## src/rtl/ttlut_pkg.sv

```systemverilog
// Shared types and sizing helpers for the truth-table LUT evaluator.
package ttlut_pkg;

    // Controller states: no table yet, table load in progress, table usable.
    typedef enum logic [1:0] {
        IDLE   = 2'd0,
        LOAD   = 2'd1,
        ACTIVE = 2'd2
    } ttlut_state_e;

    // Number of cfg beats needed to fill a 2**n_in entry table.
    function automatic int chunk_count(input int n_in, input int cfg_w);
        return (1 << n_in) / cfg_w;
    endfunction

    // Width of the chunk counter; at least one bit even for single-beat loads.
    function automatic int cnt_width(input int n_in, input int cfg_w);
        int c;
        c = chunk_count(n_in, cfg_w);
        return (c <= 1) ? 1 : $clog2(c);
    endfunction

endpackage

```

## src/rtl/ttlut_loader.sv

```systemverilog
// Table loader: chunk counter, shadow table and commit strobe.
// The commit table already contains the final chunk so the active table
// can be written in the same cycle the last beat is accepted.
module ttlut_loader
    import ttlut_pkg::*;
#(
    parameter int N_IN  = 3,
    parameter int CFG_W = 8
) (
    input  logic                   clk,
    input  logic                   rst_n,
    input  logic                   clear,
    input  logic                   beat,
    input  logic [CFG_W-1:0]       cfg_data,
    output logic                   commit,
    output logic [(1<<N_IN)-1:0]   commit_tbl
);

    localparam int N_CHUNK = chunk_count(N_IN, CFG_W);
    localparam int CNT_W   = cnt_width(N_IN, CFG_W);
    localparam logic [CNT_W-1:0] LAST = CNT_W'(N_CHUNK - 1);

    logic [CNT_W-1:0]       cnt;
    logic [(1<<N_IN)-1:0]   shadow;
    logic                   take;

    // A restart pulse wins over a coincident beat; the beat is dropped.
    assign take   = beat && !clear;
    assign commit = take && (cnt == LAST);

    // Shadow table with the current beat merged in at its chunk position.
    always_comb begin
        commit_tbl = shadow;
        commit_tbl[cnt*CFG_W +: CFG_W] = cfg_data;
    end

    // Counter and shadow storage; counter wraps to 0 after the final chunk.
    always_ff @(posedge clk or negedge rst_n) begin
        if (!rst_n) begin
            cnt    <= '0;
            shadow <= '0;
        end else if (clear) begin
            cnt <= '0;
        end else if (take) begin
            shadow <= commit_tbl;
            cnt    <= commit ? '0 : cnt + CNT_W'(1);
        end
    end

endmodule

```

## src/rtl/ttlut_eval.sv

```systemverilog
// Truth-table LUT evaluator: loads a 2**N_IN entry table in CFG_W-bit
// beats and answers single-bit lookups with a one-cycle registered result.
// Optional build macro TTLUT_ONES_CNT_EN adds a saturating ones_cnt output
// counting consumed results whose bit was 1.
module ttlut_eval
    import ttlut_pkg::*;
#(
    parameter int N_IN  = 3,
    parameter int CFG_W = 8
) (
    input  logic              clk,
    input  logic              rst_n,
    input  logic              cfg_start,
    input  logic              cfg_valid,
    output logic              cfg_ready,
    input  logic [CFG_W-1:0]  cfg_data,
    input  logic              in_valid,
    output logic              in_ready,
    input  logic [N_IN-1:0]   in_data,
    output logic              out_valid,
    input  logic              out_ready,
    output logic              out_bit,
    output logic              tbl_loaded
`ifdef TTLUT_ONES_CNT_EN
    ,
    output logic [15:0]       ones_cnt
`endif
);

    localparam int TBL_W = 1 << N_IN;

    if (N_IN < 1 || N_IN > 8) begin : g_bad_n_in
        $fatal(1, "ttlut_eval: N_IN must be in 1..8");
    end
    if (CFG_W < 1 || (TBL_W % CFG_W) != 0) begin : g_bad_cfg_w
        $fatal(1, "ttlut_eval: CFG_W must divide 2**N_IN");
    end

    ttlut_state_e       state;
    logic [TBL_W-1:0]   active_tbl;
    logic [TBL_W-1:0]   commit_tbl;
    logic               commit;
    logic               beat;
    logic               accept;

    // Handshake: beats only in LOAD; requests whenever not loading and
    // the result register is empty or being drained this cycle.
    assign cfg_ready = (state == LOAD);
    assign beat      = cfg_valid && cfg_ready;
    assign in_ready  = (state != LOAD) && (!out_valid || out_ready);
    assign accept    = in_valid && in_ready;

    ttlut_loader #(
        .N_IN  (N_IN),
        .CFG_W (CFG_W)
    ) u_loader (
        .clk        (clk),
        .rst_n      (rst_n),
        .clear      (cfg_start),
        .beat       (beat),
        .cfg_data   (cfg_data),
        .commit     (commit),
        .commit_tbl (commit_tbl)
    );

    // Control FSM; the active table only changes on a complete load.
    always_ff @(posedge clk or negedge rst_n) begin
        if (!rst_n) begin
            state      <= IDLE;
            tbl_loaded <= 1'b0;
            active_tbl <= '0;
        end else if (cfg_start) begin
            state      <= LOAD;
            tbl_loaded <= 1'b0;
        end else if (commit) begin
            state      <= ACTIVE;
            tbl_loaded <= 1'b1;
            active_tbl <= commit_tbl;
        end
    end

    // Result register: loads on accept, holds while stalled, empties on consume.
    always_ff @(posedge clk or negedge rst_n) begin
        if (!rst_n) begin
            out_valid <= 1'b0;
            out_bit   <= 1'b0;
        end else if (accept) begin
            out_valid <= 1'b1;
            out_bit   <= (state == ACTIVE) ? active_tbl[in_data] : 1'b0;
        end else if (out_ready) begin
            out_valid <= 1'b0;
        end
    end

`ifdef TTLUT_ONES_CNT_EN
    // Saturating count of consumed results equal to 1; restart clears it.
    always_ff @(posedge clk or negedge rst_n) begin
        if (!rst_n) begin
            ones_cnt <= '0;
        end else if (cfg_start) begin
            ones_cnt <= '0;
        end else if (out_valid && out_ready && out_bit && (ones_cnt != 16'hFFFF)) begin
            ones_cnt <= ones_cnt + 16'd1;
        end
    end
`endif

endmodule

```

## config.mk

```make
export PLATFORM = sky130hd
export DESIGN_NAME = ttlut_eval
export DESIGN_NICKNAME = d
export VERILOG_FILES = /design/src/rtl/ttlut_pkg.sv /design/src/rtl/ttlut_loader.sv /design/src/rtl/ttlut_eval.sv
export SDC_FILE = /design/constraint.sdc
export NUM_CORES = 1
export LEC_CHECK = 0
export ABC_AREA = 1
export BUFFER_PORTS_ARGS = -buffer_cell sky130_fd_sc_hd__buf_2
export CORE_MARGIN = 1.5
export CORE_UTILIZATION = 48
export CTS_CLUSTER_DIAMETER = 100
export DETAILED_ROUTE_END_ITERATION = 8
export PLACE_DENSITY = 0.77
export SYNTH_ARGS = -nofsm -noshare
export SYNTH_HDL_FRONTEND = slang
export SYNTH_SLANG_ARGS = --single-unit
```

## constraint.sdc

```tcl
create_clock -name clk -period 3 [get_ports clk]
set_input_delay 0.45 -clock clk [delete_from_list [all_inputs] [get_ports clk]]
set_output_delay 0.45 -clock clk [all_outputs]
set_load 0.02 [all_outputs]
```

==> impl_metrics.prom <==
# TYPE chip_impl_metric gauge
chip_impl_metric{name="intPower",unit="W"} 0.0003157
chip_impl_metric{name="grt_util_all_layers",unit=""} 0.1864
chip_impl_metric{name="timing.critical_path.buf_inv",unit=""} 2
chip_impl_info{name="rsz_0062_raised_after_global_routing",value="false"} 1
chip_impl_info{name="cts_tree",value="done"} 1
chip_impl_info{name="cpMaxStageDelayCell",value="sky130_fd_sc_hd__dfrtp_1"} 1
chip_impl_metric{name="synth-seq-area-share",unit=""} 0.5210
chip_impl_info{name="outcome",value="completed"} 1
chip_impl_metric{name="switching_power",unit="W"} 0.0001535
chip_impl_metric{name="powerDensity",unit="nW/um2"} 618.8
chip_impl_metric{name="number_of_antenna_violations_at_the_first_check_in_global_routing",unit=""} 0
chip_impl_metric{name="gpl.final_weighted_congestion",unit=""} 0.7761
chip_impl_metric{name="clkSinkCount",unit=""} 13
chip_impl_metric{name="cpPeakStageDelay",unit="ns"} 0.45
chip_impl_metric{name="port_buffers",unit=""} 21
chip_impl_metric{name="area.growth.synth_to_final",unit="%"} 21.44
chip_impl_metric{name="cts_max_path_buffers",unit=""} 2
chip_impl_metric{name="comb_power_share",unit=""} 0.268
chip_impl_metric{name="num_vias",unit=""} 537
chip_impl_metric{name="detailed_place_hpwl",unit="um"} 886.2
chip_impl_metric{name="worst_ir_drop_vdd",unit="mV"} 0.4173
chip_impl_metric{name="fin_skew",unit="ns"} 0.001521
chip_impl_metric{name="postRouteWirelength",unit="um"} 1158
chip_impl_metric{name="maxSlewViolCount",unit=""} 0
chip_impl_metric{name="dieWidth",unit="um"} 39.07
chip_impl_info{name="cpLargestDelayFamily",value="flip-flops"} 1
chip_impl_metric{name="routedWlPerCell",unit="um"} 9.814
chip_impl_metric{name="grt_start_max_net_pins",unit=""} 14
chip_impl_info{name="timing.critical_path.to_type",value="output port"} 1
chip_impl_metric{name="yosys.area.top_type_share",unit=""} 0.5210
chip_impl_metric{name="setup-tns-final",unit="ns"} 0
chip_impl_metric{name="io-pin-count",unit=""} 22
chip_impl_metric{name="cellLeakagePower",unit="nW"} 0.4461
chip_impl_info{name="synth_top_cells_by_count",value="sky130_fd_sc_hd__nor2_1 (25), sky130_fd_sc_hd__nand2_1 (20), sky130_fd_sc_hd__dfrtp_1 (13)"} 1
chip_impl_metric{name="postRouteAntennaNets",unit=""} 0
chip_impl_metric{name="postSynthCellCount",unit=""} 80
chip_impl_metric{name="drt_first_pass_iters",unit=""} 4
chip_impl_metric{name="timing.fmax",unit="MHz"} 625.1
chip_impl_info{name="critPathKind",value="reg -> out"} 1
chip_impl_metric{name="post-route-drc-count",unit=""} 0
chip_impl_metric{name="numCtsBuffers",unit=""} 3
chip_impl_metric{name="max_slew.worst_pin.slew",unit="ns"} 0.2823
chip_impl_metric{name="synth-edff-count",unit=""} 0
chip_impl_metric{name="cts-resized-gates",unit=""} 0
chip_impl_metric{name="setup_viol",unit=""} 0
chip_impl_metric{name="async_sr_flop_fraction",unit=""} 1.000
chip_impl_info{name="worstHoldPathType",value="in -> async"} 1
chip_impl_info{name="netlist_top_cells_area",value="sky130_fd_sc_hd__dfrtp_1 (52%), sky130_fd_sc_hd__nor2_1 (15%), sky130_fd_sc_hd__nand2_1 (12%)"} 1
chip_impl_metric{name="post_cts.repair.setup_buffers",unit=""} 0
chip_impl_metric{name="num_rows",unit=""} 12
chip_impl_metric{name="clkSlewWorstSetupHoldPaths",unit="ns"} 0.08
chip_impl_info{name="clock_tree.root_cell",value="sky130_fd_sc_hd__clkbuf_4"} 1
chip_impl_info{name="critPathLaunchType",value="register"} 1
chip_impl_metric{name="fin_total_pwr",unit="W"} 0.0004692
chip_impl_info{name="cp_cell_sequence",value="o21ai_0 -> inv_1 -> buf_2"} 1
chip_impl_metric{name="floorplan.initialDensity",unit=""} 0.5400
chip_impl_metric{name="power.clock.fraction",unit=""} 0.224
chip_impl_metric{name="crit_path_max_fanout",unit=""} 5
chip_impl_metric{name="final_layout_size_suffix_gt1_frac",unit=""} 0.2596
chip_impl_metric{name="fin_nets",unit=""} 122
chip_impl_metric{name="slew_headroom",unit=""} 0.8118
chip_impl_metric{name="grt_pass1_vias",unit=""} 471
chip_impl_metric{name="finalWorstPathRequiredPeriod",unit="ns"} 1.600
chip_impl_metric{name="synth_cell_types",unit=""} 12
chip_impl_metric{name="num_antenna_cells",unit=""} 0
chip_impl_metric{name="cp_data_required_time",unit="ns"} 2.55
chip_impl_metric{name="yosys_warnings",unit=""} 0
chip_impl_metric{name="area_of_the_multi_input_gates",unit="um2"} 244.0
chip_impl_metric{name="initialDrtViolationCount",unit=""} 7
chip_impl_metric{name="num-fill-cells",unit=""} 102
chip_impl_info{name="yosysMostFrequentCell",value="sky130_fd_sc_hd__nor2_1"} 1
chip_impl_info{name="synth.largest_area_cell",value="sky130_fd_sc_hd__dfrtp_1"} 1
chip_impl_metric{name="finalCritPeriodShare",unit=""} 0.5332
chip_impl_metric{name="final-seq-area",unit="um2"} 325.3
chip_impl_metric{name="coreArea",unit="um2"} 1156
chip_impl_metric{name="hold_viol_final",unit=""} 0
chip_impl_metric{name="viasPerCell",unit=""} 4.551
chip_impl_metric{name="ys_seq_elements",unit=""} 13
chip_impl_metric{name="design.die.area",unit="um2"} 1526
chip_impl_metric{name="wire_length_of_the_first_global_routing_pass",unit="um"} 1828
chip_impl_metric{name="postCtsHoldBufs",unit=""} 0
chip_impl_metric{name="gr-total-overflow",unit=""} 0
chip_impl_metric{name="sequential_share_of_power",unit=""} 0.508
chip_impl_metric{name="syn-num-nets",unit=""} 97
chip_impl_metric{name="htree_levels",unit=""} 1
chip_impl_metric{name="cap_violations",unit=""} 0
chip_impl_metric{name="syn_avg_cell_area",unit="um2"} 7.804
chip_impl_metric{name="dieHeight",unit="um"} 39.07
chip_impl_info{name="ys_dominant_reg_cell",value="sky130_fd_sc_hd__dfrtp_1"} 1
chip_impl_metric{name="clk-insertion-delay-late",unit="ns"} 0.27
chip_impl_metric{name="cp_data_arrival_time",unit="ns"} 1.15
chip_impl_metric{name="sw_frac_of_total",unit=""} 0.3271
chip_impl_metric{name="netlist_area",unit="um2"} 624.3
-- power groups by stage --
stage / combinational [W] / clock, W / sequential (W)
after floorplan: 0.0000814 / 0 / 0.000246
after global placement: 0.000123 / 0 / 0.000241
after detailed placement: 0.000128 / 0 / 0.000242
after CTS: 0.000128 / 0.000107 / 0.000238
after global routing: 0.000144 / 0.000114 / 0.000243
final: 0.000126 / 0.000105 / 0.000238
-- sequential cells by signal, summed over array words and instances (netlist names) --
register,cells
out_valid,1
tbl_loaded,1
out_bit,1
u_loader.cnt,1
state,1
active_tbl,8
-- final timing paths --
check | from | to | slack [ns] | cells past startpoint
min in group clk | cfg_data[4] | active_tbl[4] | 0.41 | 3
setup reg to reg | tbl_loaded | active_tbl[1] | 1.91 | 5
setup / recovery | tbl_loaded | in_ready | 1.40 | 3
max in group asynchronous | rst_n | active_tbl[2] | 2.73 | 1
hold reg to reg | out_bit | out_bit | 0.49 | 2
hold / removal | rst_n | active_tbl[6] | 0.05 | 1
-- final cells by class --
type,instances,share of cell area
Tap cell,14,0.02310
Multi-Input combinational cell,56,0.3218
Clock buffer,4,0.03465
Sequential cell,13,0.4290
Inverter,10,0.05281
Timing Repair Buffer,21,0.1386
-- layout by cell type (no fill, tap or decap), drive strengths merged --
| master | Yosys | routed |
|---|---|---|
| nor2 | 26 | 26 |
| buf | 1 | 21 |
| nand2 | 20 | 20 |
| dfrtp | 13 | 13 |
| inv | 10 | 10 |
| nand3 | 7 | 7 |
| clkbuf | 0 | 4 |
| o21ai | 1 | 1 |
| a21oi | 1 | 1 |
| nand4 | 1 | 1 |
-- metal layers --
layer	track usage	vias to the layer above	routed length [um]
li1	-	293	-
met1	0.2132	226	531
met2	0.3083	16	549
met3	0.05202	2	59
met4	0.1034	0	18
met5	0	-	0
-- kinds of logic (layout without fill, tap and decap cells) --
family	after synthesis	after routing	synth area share
AND/OR/NAND/NOR	54	54	0.3748
flip-flops	13	13	0.5210
buffers and inverters	11	35	0.08817
AO/OA/AOI/OAI	2	2	0.01602
-- metrics by stage --
| step | hold slack, ns | cell area [um2] | util | instances | setup slack, ns |
|---|---|---|---|---|---|
| final | 0.04733 | 758.2 | 0.6558 | 118 | 1.400 |
| after global routing | 0.05652 | 758.2 | 0.6558 | 118 | 1.313 |
| after CTS | 0.05970 | 758.2 | 0.6558 | 118 | 1.398 |
| after detailed placement | 0.3514 | 732.0 | 0.6331 | 114 | 1.578 |
| after global placement | 0.3463 | 732.0 | 0.6331 | 114 | 1.623 |
| after floorplan | 0.1544 | 624.3 | - | 80 | 1.738 |
Power figures use the tool's default switching activity.
